## src/rtl/ps2_pkg.sv

```systemverilog
// Shared PS/2 definitions: command/response bytes, init-sequencer state
// encodings and the step-to-command lookup.
package ps2_pkg;

    // Host-to-device command bytes
    localparam logic [7:0] CMD_RESET    = 8'hFF;
    localparam logic [7:0] CMD_SET_RATE = 8'hF3;
    localparam logic [7:0] CMD_ENABLE   = 8'hF4;

    // Device-to-host response bytes
    localparam logic [7:0] RSP_ACK    = 8'hFA;
    localparam logic [7:0] RSP_RESEND = 8'hFE;
    localparam logic [7:0] RSP_ERROR  = 8'hFC;
    localparam logic [7:0] RSP_BAT_OK = 8'hAA;
    localparam logic [7:0] ID_STD     = 8'h00;

    // Init sequencer state encodings
    typedef logic [2:0] init_state_t;
    localparam init_state_t ST_IDLE     = 3'd0;
    localparam init_state_t ST_SEND     = 3'd1;
    localparam init_state_t ST_TX_WAIT  = 3'd2;
    localparam init_state_t ST_WAIT_ACK = 3'd3;
    localparam init_state_t ST_WAIT_BAT = 3'd4;
    localparam init_state_t ST_WAIT_ID  = 3'd5;
    localparam init_state_t ST_STREAM   = 3'd6;
    localparam init_state_t ST_FAIL     = 3'd7;

    // Sequence step indices
    localparam logic [1:0] STEP_RESET  = 2'd0;
    localparam logic [1:0] STEP_RATE   = 2'd1;
    localparam logic [1:0] STEP_ARG    = 2'd2;
    localparam logic [1:0] STEP_ENABLE = 2'd3;

    // Byte transmitted for a given sequence step; the rate argument is a parameter of the caller.
    function automatic logic [7:0] cmd_for_step(input logic [1:0] step, input logic [7:0] rate);
        logic [7:0] cmd;
        case (step)
            STEP_RESET:  cmd = CMD_RESET;
            STEP_RATE:   cmd = CMD_SET_RATE;
            STEP_ARG:    cmd = rate;
            default:     cmd = CMD_ENABLE;
        endcase
        return cmd;
    endfunction

endpackage

```

## src/rtl/ps2_timeout_timer.sv

```systemverilog
// Saturating up-counter used for response timeouts. clear has priority over
// enable; expired is high while the count equals the supplied limit.
module ps2_timeout_timer #(
    parameter int unsigned W = 16
) (
    input  logic         clk_i,
    input  logic         rst_ni,
    input  logic         clear_i,
    input  logic         enable_i,
    input  logic [W-1:0] limit_i,
    output logic         expired_o
);

    logic [W-1:0] count_q;
    logic [W-1:0] count_d;

    // Next count: clear to zero, otherwise count up and stick at all-ones
    always_comb begin
        count_d = count_q;
        if (clear_i) begin
            count_d = '0;
        end else if (enable_i && (count_q != '1)) begin
            count_d = count_q + 1'b1;
        end
    end

    // Count register
    always_ff @(posedge clk_i or negedge rst_ni) begin
        if (!rst_ni) begin
            count_q <= '0;
        end else begin
            count_q <= count_d;
        end
    end

    assign expired_o = (count_q == limit_i);

endmodule

```

## src/rtl/ps2_mouse_init_ctrl.sv

```systemverilog
// PS/2 mouse power-up sequencer: sends RESET, SET_RATE + argument and ENABLE,
// validates each response with timeouts and bounded retries, then raises
// stream_en to open the movement-packet datapath.
//
// Transmit handshake: tx_req is a one-cycle request issued only while
// tx_busy=0; the transmitter raises tx_busy the following cycle and drops it
// when the frame ends. tx_byte is valid in the tx_req cycle and held until the
// next request. rx_valid is a one-cycle strobe qualifying rx_byte; it is only
// consumed in the WAIT_* states.
module ps2_mouse_init_ctrl
    import ps2_pkg::*;
#(
    parameter int unsigned ACK_TIMEOUT = 1_000_000,
    parameter int unsigned BAT_TIMEOUT = 37_500_000,
    parameter int unsigned MAX_RETRIES = 3,
    parameter logic [7:0]  SAMPLE_RATE = 8'd100
) (
    input  logic       CLOCK_50,
    input  logic       reset,
    input  logic       start,
    output logic       tx_req,
    output logic [7:0] tx_byte,
    input  logic       tx_busy,
    input  logic       rx_valid,
    input  logic [7:0] rx_byte,
    output logic       stream_en,
    output logic       init_done,
    output logic       init_error,
    output logic [1:0] retry_count,
    output logic [2:0] state_dbg
);

    localparam int unsigned   TW        = $clog2(BAT_TIMEOUT + 1);
    localparam logic [TW-1:0] ACK_LIMIT = TW'(ACK_TIMEOUT - 1);
    localparam logic [TW-1:0] BAT_LIMIT = TW'(BAT_TIMEOUT - 1);
    localparam logic [1:0]    RETRY_MAX = 2'(MAX_RETRIES);

    init_state_t state_q, state_d;
    logic [1:0]  step_q, step_d;
    logic [1:0]  retry_q, retry_d;
    logic [7:0]  tx_byte_q;
    logic        busy_q;

    logic          fail;
    logic          resend_same;
    logic [1:0]    retry_inc;
    logic [7:0]    cmd;
    logic          timer_clear;
    logic          timer_en;
    logic [TW-1:0] timer_limit;
    logic          timer_expired;

    assign cmd = cmd_for_step(step_q, SAMPLE_RATE);

    // Timer runs only while awaiting a response; it is kept cleared elsewhere and is
    // restarted when leaving WAIT_ACK so the BAT window spans WAIT_BAT and WAIT_ID together.
    always_comb begin
        timer_en    = (state_q == ST_WAIT_ACK) || (state_q == ST_WAIT_BAT) ||
                      (state_q == ST_WAIT_ID);
        timer_clear = !timer_en || ((state_q == ST_WAIT_ACK) && (state_d != ST_WAIT_ACK));
        timer_limit = (state_q == ST_WAIT_ACK) ? ACK_LIMIT : BAT_LIMIT;
    end

    ps2_timeout_timer #(
        .W (TW)
    ) u_timer (
        .clk_i     (CLOCK_50),
        .rst_ni    (reset),
        .clear_i   (timer_clear),
        .enable_i  (timer_en),
        .limit_i   (timer_limit),
        .expired_o (timer_expired)
    );

    // State, step, retry and transmit bookkeeping registers
    always_ff @(posedge CLOCK_50 or negedge reset) begin
        if (!reset) begin
            state_q   <= ST_IDLE;
            step_q    <= STEP_RESET;
            retry_q   <= 2'd0;
            tx_byte_q <= 8'h00;
            busy_q    <= 1'b0;
        end else begin
            state_q <= state_d;
            step_q  <= step_d;
            retry_q <= retry_d;
            busy_q  <= tx_busy;
            if (tx_req) begin
                tx_byte_q <= cmd;
            end
        end
    end

    // Next-state logic; a received byte takes precedence over a same-cycle timeout
    always_comb begin
        state_d     = state_q;
        step_d      = step_q;
        retry_d     = retry_q;
        fail        = 1'b0;
        resend_same = 1'b0;
        retry_inc   = retry_q + 2'd1;
        if (start) begin
            state_d = ST_SEND;
            step_d  = STEP_RESET;
            retry_d = 2'd0;
        end else begin
            case (state_q)
                ST_SEND: begin
                    if (!tx_busy) state_d = ST_TX_WAIT;
                end
                ST_TX_WAIT: begin
                    if (busy_q && !tx_busy) state_d = ST_WAIT_ACK;
                end
                ST_WAIT_ACK: begin
                    if (rx_valid) begin
                        case (rx_byte)
                            RSP_ACK: begin
                                if (step_q == STEP_RESET) begin
                                    state_d = ST_WAIT_BAT;
                                end else if (step_q == STEP_ENABLE) begin
                                    state_d = ST_STREAM;
                                end else begin
                                    step_d  = step_q + 2'd1;
                                    state_d = ST_SEND;
                                end
                            end
                            RSP_RESEND: begin
                                fail        = 1'b1;
                                resend_same = 1'b1;
                            end
                            RSP_ERROR: fail = 1'b1;
                            default:   fail = 1'b1;
                        endcase
                    end else if (timer_expired) begin
                        fail = 1'b1;
                    end
                end
                ST_WAIT_BAT: begin
                    if (rx_valid) begin
                        if (rx_byte == RSP_BAT_OK) state_d = ST_WAIT_ID;
                        else                       fail    = 1'b1;
                    end else if (timer_expired) begin
                        fail = 1'b1;
                    end
                end
                ST_WAIT_ID: begin
                    if (rx_valid) begin
                        if (rx_byte == ID_STD) begin
                            step_d  = STEP_RATE;
                            state_d = ST_SEND;
                        end else begin
                            fail = 1'b1;
                        end
                    end else if (timer_expired) begin
                        fail = 1'b1;
                    end
                end
                default: begin
                    state_d = state_q;
                end
            endcase
            if (fail) begin
                retry_d = retry_inc;
                if (retry_inc == RETRY_MAX) begin
                    state_d = ST_FAIL;
                end else begin
                    state_d = ST_SEND;
                    if (!resend_same) step_d = STEP_RESET;
                end
            end
        end
    end

    // Outputs decoded from the current state
    always_comb begin
        tx_req      = (state_q == ST_SEND) && !tx_busy;
        tx_byte     = tx_req ? cmd : tx_byte_q;
        stream_en   = (state_q == ST_STREAM);
        init_done   = (state_q == ST_STREAM);
        init_error  = (state_q == ST_FAIL);
        retry_count = retry_q;
        state_dbg   = state_q;
    end

endmodule

```

## config.mk

```make
export PLATFORM = sky130hd
export DESIGN_NAME = ps2_mouse_init_ctrl
export DESIGN_NICKNAME = d
export VERILOG_FILES = /design/src/rtl/ps2_pkg.sv /design/src/rtl/ps2_timeout_timer.sv /design/src/rtl/ps2_mouse_init_ctrl.sv
export SDC_FILE = /design/constraint.sdc
export NUM_CORES = 1
export LEC_CHECK = 0
export BUFFER_PORTS_ARGS = -buffer_cell sky130_fd_sc_hd__buf_2
export CAP_MARGIN = 20
export CORE_MARGIN = 5
export CORE_UTILIZATION = 30
export CTS_CLUSTER_SIZE = 16
export DETAILED_ROUTE_END_ITERATION = 10
export PLACE_DENSITY = 0.57
export SLEW_MARGIN = 20
export SYNTH_ARGS = -nofsm -noshare
export SYNTH_HDL_FRONTEND = slang
export SYNTH_SLANG_ARGS = --single-unit
export TNS_END_PERCENT = 10
```

## constraint.sdc

```tcl
create_clock -name CLOCK_50 -period 4.2 [get_ports CLOCK_50]
set_input_delay 0.21 -clock CLOCK_50 [delete_from_list [all_inputs] [get_ports CLOCK_50]]
set_output_delay 0.21 -clock CLOCK_50 [all_outputs]
set_load 0.05 [all_outputs]
```

After elaboration in Yosys (flattened, before gate mapping) --
Index checks and enable logic that the tools add are counted.
Cells by class: reduce and logical (&&, ||, !) cells 13, mux-type cells 45, $add $sub $neg 3, equality and inequality tests 17
Operators with widths (number):
- 26-bit 2-to-1 mux | 3
- 3-bit 2-to-1 mux | 13
- 26-bit by 1-bit adder with 26-bit output, second input constant | 1
- 26-bit == test | 1
- 26-bit != test, second input constant | 1
- 8-bit == test, second input constant | 3
- 2-bit 2-to-1 mux | 12
- 8-bit case mux with 3 select lines | 1
- 3-bit case mux with 5 select lines | 1
- 3-bit == test, second input constant | 4
- 1-bit 2-to-1 mux | 12
- 8-bit zero test | 1
- 8-bit 2-to-1 mux | 1
- 2-bit == test, second input constant | 3
- 3-bit by 2-bit == test with 1-bit output, second input constant | 2
- 2-bit by 1-bit adder with 2-bit output, second input constant | 2
- 1-bit logical AND | 4
- 2-bit case mux with 2 select lines | 1
- 2-bit nonzero test | 2
- 3-bit by 1-bit == test with 1-bit output, second input constant | 1
- 1-bit logical OR | 3
- 3-bit by 2-bit != test with 1-bit output, second input constant | 1
- 1-bit case mux with 3 select lines | 1
- 2-bit by 1-bit == test with 1-bit output, second input constant | 1
- 2 further kinds | 3
Word-level totals: output and inout bits 17, bits of input ports 13, bits in registers 42

Longest topological paths before layout --
Gate-level depths: netlist of run 1.
depth after elaboration 13, mapped depth 8, depth with buffers taken out 7

Hierarchy --
A second synthesis of run 1 with hierarchy kept.
Second synthesis, totals: cells, all modules 326, area, all modules 3032.9 µm²
Modules (own cells, without submodules):
- ps2_timeout_timer | sequential area each 650.6 µm², instances 1, area an instance 2024.4 µm², cells each 221
- ps2_mouse_init_ctrl | sequential area each 400.4 µm², instances 1, area an instance 1008.5 µm², cells each 105

Worst setup path before layout of run 1 --
OpenSTA, ideal clock, no wires.
path type reg2reg, from register state_q[0], in the netlist state_dbg[0], to register tx_byte_q[2], slack 1279 ps, data arrival time 2673 ps, buffers on the path 2, cell stages (with the launch flop) 6, cells stage by stage dfrtp_1 clkbuf_1 nand2b_1 or3_1 clkbuf_1 o21ai_0
On the way: longest elaborated chain between the ends 3
RTL lines:
- start: declaration | line ps2_mouse_init_ctrl.sv:38 | init_state_t state_q, state_d;
- start signal: assignment | line ps2_mouse_init_ctrl.sv:84 | state_q <= state_d;
- 3-bit by 1-bit == test with 1-bit output | line ps2_mouse_init_ctrl.sv:176 | tx_req = (state_q == ST_SEND) && !tx_busy;
- 1-bit logical AND | line ps2_mouse_init_ctrl.sv:176
- 8-bit 2-to-1 mux
- net tx_byte[2] | line ps2_mouse_init_ctrl.sv:22 | output logic [7:0] tx_byte,
- end signal: assignment | line ps2_mouse_init_ctrl.sv:89 | tx_byte_q <= cmd;
- end: declaration | line ps2_mouse_init_ctrl.sv:41 | logic [7:0] tx_byte_q;
The timed path passes the listed nets, and every way through them passes these cells. A chain may end at the register's enable or synchronous reset.

Final worst setup path of run 1 --
from register u_timer.count_q[0], to register u_timer.count_q[2]
On the way: longest elaborated chain between the ends 11, elaborated cells on any way between the ends 18, classes of those cells add/sub: 1; eq/ne: 3; mux: 10; reduce/logical: 4
RTL lines:
- start: declaration | line ps2_timeout_timer.sv:14 | logic [W-1:0] count_q;
- start signal: assignment | line ps2_timeout_timer.sv:32 | count_q <= count_d;
- 26-bit == test | line ps2_timeout_timer.sv:36 | assign expired_o = (count_q == limit_i);
- 1-bit 2-to-1 mux | line ps2_mouse_init_ctrl.sv:134, ps2_mouse_init_ctrl.sv:142, ps2_mouse_init_ctrl.sv:154
- 1-bit 2-to-1 mux (on tied branches) | line ps2_mouse_init_ctrl.sv:147, ps2_mouse_init_ctrl.sv:115, ps2_mouse_init_ctrl.sv:139
- 1-bit case mux with 3 select lines | line ps2_mouse_init_ctrl.sv:107 | case (state_q)
- 1-bit 2-to-1 mux | line ps2_mouse_init_ctrl.sv:102 | if (start) begin
- 3-bit 2-to-1 mux | line ps2_mouse_init_ctrl.sv:162 | if (fail) begin
- 3-bit 2-to-1 mux | line ps2_mouse_init_ctrl.sv:102
- 3-bit by 2-bit != test with 1-bit output | line ps2_mouse_init_ctrl.sv:60 | timer_clear = !timer_en || ((state_q == ST_WAIT_ACK) && (state_d != ST_WAIT_ACK));
- 1-bit logical AND | line ps2_mouse_init_ctrl.sv:60
- 1-bit logical OR | line ps2_mouse_init_ctrl.sv:60
- 26-bit 2-to-1 mux / 2-bit nonzero test (equally long branches)
Parallel ways exist; a longest one is shown, timed or not. The select of a mux whose other input is x is not followed.

==> results of run 1 <==
[through the flow]
stage	cell area, µm²	utilization (%)
after global placement	2640	32.6
final	2760	34.1
after CTS	2750	34.0
after global routing	2760	34.1
after detailed placement	2640	32.6
after floorplan	2450	-
[area by class of cell]
class                      instances  area share, %
tap                              105           4.76
clock buffer                       5           2.49
multi-input combinational        200           47.0
inverter                           4          0.543
timing repair buffer              30           5.71
sequential                        42           38.0
clock inverter                     3           1.45
[sequential cells by signal, summed over array words and instances (netlist names)]
register / cells
retry_count: 2
busy_q: 1
u_timer.count_q: 26
tx_byte_q: 8
state_dbg: 3
step_q: 2
[cells in the mapped netlist, drive strengths merged (3+ instances only)]
cell type / instances
a311oi: 3
nor4: 6
ha: 7
nor3: 11
xor2: 8
or2: 3
nand3: 13
o22ai: 3
a21oi: 4
inv: 4
buf: 9
and3: 4
nand3b: 3
nor4b: 4
or3: 3
and4: 6
nand2: 18
dfrtp: 42
xnor2: 11
nor2: 36
nand4: 15
nand2b: 5
o21ai: 10
clkbuf: 6
a211oi: 4
[power breakdown]
group / switching [µW] / internal, µW / leakage [µW]
Sequential: 15.6 / 422 / 0.000548
Clock: 143 / 175 / 0.0000579
Combinational: 126 / 38.3 / 0.000469
[timing repair]
action / in CTS / in global routing
hold buffers: 0 / 1
setup buffers: 0 / 0
resized for setup: 0 / 0
hold endpoints to repair: 0 / 42
[final timing paths]
kind,start,end,depth (start not counted)
min in group asynchronous,reset,tx_byte_q[7]$_DFF_PN0_,2
max reg2reg,u_timer.count_q[0]$_DFFE_PN0P_,u_timer.count_q[2]$_DFFE_PN0P_,7
max in group asynchronous,reset,state_dbg[0]$_DFF_PN0_,2
max,u_timer.count_q[0]$_DFFE_PN0P_,u_timer.count_q[2]$_DFFE_PN0P_,7
min,tx_busy,busy_q$_DFF_PN0_,1
min reg2reg,tx_byte_q[5]$_DFF_PN0_,tx_byte_q[5]$_DFF_PN0_,1
[kinds of logic after synthesis]
logic type                 Yosys count  synth area share (%)
adders and majority gates            7                  3.58
xor gates and xnor gates            19                  6.80
AOI/OAI and AO/OA                   34                  10.1
DFF                                 42                  43.0
and+or+nand+nor                    139                  32.2
muxes                                1                 0.409
buffers and inverters               19                  3.94
[routing by layer]
layer | part of all wire [%] | global-route usage (%) | vias to the layer above
met3 | 6.4 | 2.85 | 4
met2 | 44 | 19.0 | 50
met4 | 0.83 | 3.52 | 0
met1 | 48 | 16.1 | 950
li1 | - | - | 998
met5 | 0 | 0 | -
[worst max-delay path, delay by kind of cell, from the launching register on]
| family | cells | cell delay [ns] |
|---|---|---|
| flops | 1 | 0.40 |
| compound gates | 3 | 1.08 |
| simple gates | 3 | 0.73 |
| fa+ha+maj | 1 | 0.29 |
==> impl_results.html, run 1 <==
<table>
<tr><th>Metric</th><th>Value</th></tr>
<tr><th colspan="2">Outcome</th></tr>
<tr><td>Result of the run</td><td>finished, final reports clean</td></tr>
<tr><th colspan="2">Clocking</th></tr>
<tr><td>CTS Root Buffer Type</td><td>clkbuf_8</td></tr>
<tr><td>Clock transition time at the flip-flop clock pins of the worst setup and hold paths</td><td>0.08 ns</td></tr>
<tr><td>Clock buffers created by TritonCTS</td><td>5</td></tr>
<tr><td>Skew-Pair Late Insertion Delay</td><td>~0.30 ns</td></tr>
<tr><td>CTS tree</td><td>built</td></tr>
<tr><td>Maximum clock insertion buffer count</td><td>2</td></tr>
<tr><td>Max H-tree Level</td><td>2</td></tr>
<tr><td>Total clock sinks</td><td>42</td></tr>
<tr><th colspan="2">Critical path</th></tr>
<tr><td>Critical path, cell by cell</td><td>ha_1, nand4_4, or4_1, a211oi_2, o22ai_2, a21boi_4, nor2_1</td></tr>
<tr><td>Worst Setup End Kind</td><td>register</td></tr>
<tr><td>Largest stage delay on the critical path</td><td>a little over 0.6 ns</td></tr>
<tr><td>R2r setup slk</td><td>about 1.6 ns</td></tr>
<tr><td>Crit path required time</td><td>about 4.4 ns</td></tr>
<tr><td>Critical path class</td><td>register to register</td></tr>
<tr><td>Critical Path Source Type</td><td>register</td></tr>
<tr><td>Data arrival time of the critical path</td><td>~2.8 ns</td></tr>
<tr><td>Critical-path cell with the highest stage delay</td><td>a21boi_4</td></tr>
<tr><td>Biggest fanout along the worst timing path</td><td>26</td></tr>
<tr><th colspan="2">Synthesis</th></tr>
<tr><td>Share of synthesized flip-flops with an asynchronous set or reset</td><td>100%</td></tr>
<tr><td>Syn Inst Count</td><td>261</td></tr>
<tr><td>Post-synth cell types</td><td>between 50 and 60</td></tr>
<tr><td>Net count of the mapped netlist</td><td>281</td></tr>
<tr><td>#FFs+latches synth</td><td>42</td></tr>
<tr><td>Number of synthesized flops with an enable pin</td><td>0</td></tr>
<tr><td>Avg Inst Size Synth</td><td>roughly 9.4 µm²</td></tr>
<tr><td>Most area-consuming cells after synthesis</td><td>dfrtp_1 43%, nor2_1 5.4%, xnor2_1 3.9%, ha_1 3.6%, nand4_1 3.6%</td></tr>
<tr><td>Netlist area before placement</td><td>0.00245 mm²</td></tr>
<tr><td>Area share of the largest cell type after synthesis</td><td>between 40% and 50%</td></tr>
<tr><td>Most instantiated flip-flop cell in the synthesis netlist</td><td>dfrtp_1</td></tr>
<tr><td>Dominant cell type by area after synthesis</td><td>dfrtp_1</td></tr>
<tr><td>Number of warnings reported in the yosys synthesis log</td><td>0</td></tr>
<tr><td>Sequential share of the synthesized area</td><td>a little over two fifths</td></tr>
<tr><th colspan="2">Timing</th></tr>
<tr><td>Setup repair after global routing missed its margin</td><td>no</td></tr>
<tr><td>Slew at the pin closest to its max-slew limit</td><td>roughly 0.7 ns</td></tr>
<tr><td>Hold violation count in the final report</td><td>0</td></tr>
<tr><td>Worst slew margin relative to its limit</td><td>a little over half</td></tr>
<tr><td>Post-route setup TNS</td><td>0 ns</td></tr>
<tr><td>Clock skew</td><td>between 0.005 and 0.006 ns</td></tr>
<tr><td>Final Worst Setup Slack</td><td>approximately 1.6 ns</td></tr>
<tr><td>Final Slew Violations</td><td>0</td></tr>
<tr><td>Minimum clock period after layout</td><td>2.64 ns</td></tr>
<tr><td>Maximum frequency from static timing analysis</td><td>about 0.38 GHz</td></tr>
<tr><td>Number of failing setup endpoints in the final timing report</td><td>0</td></tr>
<tr><td>Hold slack</td><td>~0.062 ns</td></tr>
<tr><td>Tcrit/Tclk final</td><td>62.9%</td></tr>
<tr><th colspan="2">Drt</th></tr>
<tr><td>Average via count per standard cell</td><td>5.15</td></tr>
<tr><td>Count of routing violations after the opening detailed-route iteration</td><td>140</td></tr>
<tr><td>Post-detailed-route count of antenna-violating nets</td><td>0</td></tr>
<tr><td>DRT Pass-1 Iters</td><td>4</td></tr>
<tr><td>Avg WL per Cell</td><td>about 14 µm</td></tr>
<tr><td>Via count</td><td>around 2,000</td></tr>
<tr><td>Residual DRC count</td><td>0</td></tr>
<tr><td>Total wirelength of the detailed-routed design</td><td>roughly 5500 µm</td></tr>
<tr><th colspan="2">Layout</th></tr>
<tr><td>Area used by multi-input combinational logic</td><td>around 0.0013 mm²</td></tr>
<tr><td>Leading cell types in the layout, fill and taps excluded</td><td>42 x dfrtp_1, 35 x nor2_1, 28 x buf_2</td></tr>
<tr><td>Count of nets after finishing</td><td>about 300</td></tr>
<tr><td>Register area</td><td>between 0.001 and 0.0015 mm²</td></tr>
<tr><td>Fraction of final layout cells sized beyond drive strength 1</td><td>between 10% and 20%</td></tr>
<tr><td>Antenna fix cells</td><td>0</td></tr>
<tr><td>Most common cell after layout, fill and taps aside</td><td>dfrtp_1</td></tr>
<tr><td>Area growth, synth to finish</td><td>12.9%</td></tr>
<tr><td>Total of fill cells in the finished design</td><td>approximately 900</td></tr>
<tr><td>Filler-free cell count of the finished design</td><td>389</td></tr>
<tr><th colspan="2">Power and ir drop</th></tr>
<tr><td>IR Drop Worst-Case VDD</td><td>0.118 mV</td></tr>
<tr><td>Power after layout</td><td>between 900 and 1000 µW</td></tr>
<tr><td>PwrDens</td><td>between 300 and 400 mW/mm²</td></tr>
<tr><td>Leakage power figure</td><td>around 0.0011 µW</td></tr>
<tr><th colspan="2">Die</th></tr>
<tr><td>Die Area</td><td>a little over 0.01 mm²</td></tr>
<tr><td>Rows</td><td>33</td></tr>
<tr><td>Core box area</td><td>0.00809 mm²</td></tr>
<tr><td>Chip height</td><td>around 100 µm</td></tr>
<tr><td>Number of primary I/O pins</td><td>30</td></tr>
<tr><td>Initial standard-cell utilization of the core</td><td>around 30%</td></tr>
<tr><td>Overall die width</td><td>100 µm</td></tr>
<tr><th colspan="2">Global routing</th></tr>
<tr><td>Number of global-route vias before repair</td><td>slightly below 2,000</td></tr>
<tr><td>Largest net degree at the start of global routing</td><td>43</td></tr>
<tr><td>Antenna violations before repair</td><td>0</td></tr>
<tr><td>First-pass GRT wire length</td><td>~9700 µm</td></tr>
<tr><td>GRT Util Overall</td><td>about an eighth</td></tr>
<tr><td>Global route total overflow</td><td>0</td></tr>
<tr><th colspan="2">Placement</th></tr>
<tr><td>Worst-case setup slack after placement</td><td>about 1.5 ns</td></tr>
<tr><td>Number of I/O port buffers</td><td>29</td></tr>
<tr><td>Half-perimeter wire length after placement</td><td>between 3000 and 4000 µm</td></tr>
<tr><td>GPL Wtd Cong</td><td>~0.9</td></tr>
<tr><td>Cell Count Post-Placement</td><td>380</td></tr>
<tr><th colspan="2">Worst hold path</th></tr>
<tr><td>HP Class</td><td>primary input to register</td></tr>
<tr><th colspan="2">Job</th></tr>
<tr><td>Number of violations of the max-capacitance limit</td><td>0</td></tr>
</table>
(Power assumes the default switching activity.)
==> run 2: changes to the inputs <==
--- a/config.mk
+++ b/config.mk
@@ -11,7 +11,7 @@
 export CORE_UTILIZATION = 30
 export CTS_CLUSTER_SIZE = 16
 export DETAILED_ROUTE_END_ITERATION = 10
-export PLACE_DENSITY = 0.57
+export PLACE_DENSITY = 0.58
 export SLEW_MARGIN = 20
 export SYNTH_ARGS = -nofsm -noshare
 export SYNTH_HDL_FRONTEND = slang
==> constraint.sdc (replaced) <==
create_clock -name CLOCK_50 -period 2.4 [get_ports CLOCK_50]
set_input_delay 0.12 -clock CLOCK_50 [delete_from_list [all_inputs] [get_ports CLOCK_50]]
set_output_delay 0.12 -clock CLOCK_50 [all_outputs]
set_load 0.05 [all_outputs]
==> impl_results.html, run 2 (synthesis results as in run 1) <==
<table>
<tr><th>Metric</th><th>Value</th></tr>
<tr><th colspan="2">Timing</th></tr>
<tr><td>Number of failing setup endpoints in the final timing report</td><td>0</td></tr>
<tr><td>Hold slack</td><td>about 0.098 ns</td></tr>
<tr><td>Hold violation count in the final report</td><td>0</td></tr>
<tr><td>Post-route setup TNS</td><td>0 ns</td></tr>
<tr><td>Worst slew margin relative to its limit</td><td>64.1%</td></tr>
<tr><td>Final Slew Violations</td><td>0</td></tr>
<tr><td>Maximum frequency from static timing analysis</td><td>between 0.4 and 0.5 GHz</td></tr>
<tr><td>Tcrit/Tclk final</td><td>between 90 and 100%</td></tr>
<tr><td>Final Worst Setup Slack</td><td>0.105 ns</td></tr>
<tr><td>Clock skew</td><td>0.00536 ns</td></tr>
<tr><td>Setup repair after global routing missed its margin</td><td>no</td></tr>
<tr><td>Slew at the pin closest to its max-slew limit</td><td>around 0.54 ns</td></tr>
<tr><td>Minimum clock period after layout</td><td>around 2.3 ns</td></tr>
<tr><th colspan="2">Job</th></tr>
<tr><td>Number of violations of the max-capacitance limit</td><td>0</td></tr>
<tr><th colspan="2">Critical path</th></tr>
<tr><td>Critical-path cell with the highest stage delay</td><td>or4_1</td></tr>
<tr><td>Critical path, cell by cell</td><td>ha_2, nand4_4, or4_1, a211oi_2, o22ai_2, a311oi_1, nor3_1</td></tr>
<tr><td>Critical path class</td><td>register to register</td></tr>
<tr><td>Biggest fanout along the worst timing path</td><td>9</td></tr>
<tr><td>Largest stage delay on the critical path</td><td>about 0.44 ns</td></tr>
<tr><td>Family of cells with the greatest summed delay on the critical path</td><td>compound AO/OA/AOI/OAI gates</td></tr>
<tr><td>Worst Setup End Kind</td><td>register</td></tr>
<tr><td>Data arrival time of the critical path</td><td>between 2 and 2.5 ns</td></tr>
<tr><td>Buffers and inverters on the worst path</td><td>0</td></tr>
<tr><td>Crit path required time</td><td>about 2.6 ns</td></tr>
<tr><td>Critical Path Source Type</td><td>register</td></tr>
<tr><th colspan="2">Global routing</th></tr>
<tr><td>GRT Util Overall</td><td>12.2%</td></tr>
<tr><td>Global route total overflow</td><td>0</td></tr>
<tr><td>First-pass GRT wire length</td><td>10,000 µm</td></tr>
<tr><td>Largest net degree at the start of global routing</td><td>43</td></tr>
<tr><td>Busiest layer in global routing</td><td>met2</td></tr>
<tr><td>Met1 Use GR</td><td>between 10% and 20%</td></tr>
<tr><td>GR Util met2</td><td>19.8%</td></tr>
<tr><td>Global Route met3 Usage</td><td>under 10%</td></tr>
<tr><td>Antenna violations before repair</td><td>0</td></tr>
<tr><td>Number of global-route vias before repair</td><td>roughly 2,100</td></tr>
<tr><th colspan="2">Drt</th></tr>
<tr><td>Total wirelength of the detailed-routed design</td><td>5760 µm</td></tr>
<tr><td>Count of routing violations after the opening detailed-route iteration</td><td>85</td></tr>
<tr><td>Via count</td><td>between 2,000 and 2,500</td></tr>
<tr><td>Average via count per standard cell</td><td>~5.2</td></tr>
<tr><td>Residual DRC count</td><td>0</td></tr>
<tr><td>Post-detailed-route count of antenna-violating nets</td><td>0</td></tr>
<tr><td>Avg WL per Cell</td><td>~14 µm</td></tr>
<tr><td>DRT Pass-1 Iters</td><td>4</td></tr>
<tr><th colspan="2">Worst hold path</th></tr>
<tr><td>HP Class</td><td>primary input to register</td></tr>
<tr><th colspan="2">Layout</th></tr>
<tr><td>Fraction of final layout cells sized beyond drive strength 1</td><td>20.8%</td></tr>
<tr><td>Flip-flop count of the largest register, all copies and words added</td><td>26</td></tr>
<tr><td>Count of nets after finishing</td><td>317</td></tr>
<tr><td>Area growth, synth to finish</td><td>19.5%</td></tr>
<tr><td>Most flop-heavy register</td><td>u_timer.count_q</td></tr>
<tr><td>Leading cell types in the layout, fill and taps excluded</td><td>42 x dfrtp_1, 35 x nor2_1, 28 x buf_2</td></tr>
<tr><td>Antenna fix cells</td><td>0</td></tr>
<tr><td>Post-layout utilization of the core</td><td>between 30% and 40%</td></tr>
<tr><td>Most common cell after layout, fill and taps aside</td><td>dfrtp_1</td></tr>
<tr><th colspan="2">Die</th></tr>
<tr><td>Rows</td><td>33</td></tr>
<tr><td>Die Area</td><td>~0.010 mm²</td></tr>
<tr><td>Chip height</td><td>~100 µm</td></tr>
<tr><td>Core box area</td><td>just over 0.008 mm²</td></tr>
<tr><td>Initial standard-cell utilization of the core</td><td>30.2%</td></tr>
<tr><td>Number of primary I/O pins</td><td>30</td></tr>
<tr><td>Overall die width</td><td>approximately 100 µm</td></tr>
<tr><th colspan="2">Clocking</th></tr>
<tr><td>CTS Root Buffer Type</td><td>clkbuf_8</td></tr>
<tr><td>Maximum clock insertion buffer count</td><td>2</td></tr>
<tr><td>Clock buffers created by TritonCTS</td><td>5</td></tr>
<tr><td>CTS tree</td><td>built</td></tr>
<tr><td>Clock transition time at the flip-flop clock pins of the worst setup and hold paths</td><td>roughly 0.080 ns</td></tr>
<tr><td>Max H-tree Level</td><td>2</td></tr>
<tr><td>Post-CTS setup buffer count</td><td>0</td></tr>
<tr><td>Skew-Pair Late Insertion Delay</td><td>around 0.30 ns</td></tr>
<tr><td>Total clock sinks</td><td>42</td></tr>
<tr><th colspan="2">Placement</th></tr>
<tr><td>Worst-case setup slack after placement</td><td>0.0925 ns</td></tr>
<tr><td>Half-perimeter wire length after placement</td><td>about 4300 µm</td></tr>
<tr><td>Number of I/O port buffers</td><td>29</td></tr>
<tr><td>GPL Wtd Cong</td><td>0.888</td></tr>
<tr><th colspan="2">Power and ir drop</th></tr>
<tr><td>Leakage power figure</td><td>between 0.001 and 0.0015 µW</td></tr>
<tr><td>PwrDens</td><td>around 600 mW/mm²</td></tr>
<tr><td>IR Drop Worst-Case VDD</td><td>0.211 mV</td></tr>
<tr><th colspan="2">Outcome</th></tr>
<tr><td>Result of the run</td><td>finished, final reports clean</td></tr>
</table>
-- run 2: cell count changes in the layout (fill, tap and decap cells not counted) --
cell / before / now
ha_2: 0 / 1
or3_1: 3 / 2
clkbuf_8: 5 / 6
o21ai_1: 0 / 3
or3_4: 0 / 1
dlygate4sd3_1: 1 / 2
clkinv_2: 2 / 0
bufinv_16: 1 / 2
buf_4: 1 / 13
o21ai_0: 10 / 7
ha_1: 7 / 6
buf_12: 0 / 1
-- run 2: routing by layer --
layer	vias to the layer above	wire, µm
met5	-	0
met4	0	125
met3	14	356
met2	61	2630
met1	1013	2650
li1	1022	-
-- run 2: stage by stage --
stage	cells	power [µW]	area [µm²]
after floorplan	261	993	2450
after global placement	393	1080	2750
after detailed placement	393	1080	2750
after CTS	402	1790	2900
after global routing	403	1840	2920
final	403	1770	2920
-- run 2: area by class of cell --
cell class	instances	area (µm²)
tap	105	131
clock buffer	6	82.6
clock inverter	2	60.1
inverter	4	15.0
multi-input combinational	200	1310
timing repair buffer	44	278
fill	835	5170
sequential	42	1050
-- run 2: final timing paths --
kind | from | endpoint | slack [ns] | cells past startpoint
min in group asynchronous | reset | tx_byte_q[3]$_DFF_PN0_ | 0.33 | 2
worst max-delay path | u_timer.count_q[0]$_DFFE_PN0P_ | step_q[1]$_DFF_PN0_ | 0.10 | 7
max in group asynchronous | reset | u_timer.count_q[23]$_DFFE_PN0P_ | 1.68 | 2
worst min register to register | tx_byte_q[6]$_DFF_PN0_ | tx_byte_q[6]$_DFF_PN0_ | 0.46 | 1
worst min-delay path | start | retry_count[1]$_DFFE_PN0P_ | 0.1 | 2
worst max register to register | u_timer.count_q[0]$_DFFE_PN0P_ | step_q[1]$_DFF_PN0_ | 0.10 | 7
-- run 2: report_power, final --
group,leakage (µW),switching [µW],internal [µW]
logic,0.000543,232,81.6
clock network,0.0000714,251,444
registers,0.000548,20.4,738
-- run 2: repair_timing --
item                                   4_1_cts  5_1_grt
gates resized for setup                      0        2
setup endpoints to repair                    0       10
hold buffers                                 1        1
endpoints found under the hold margin        1       42
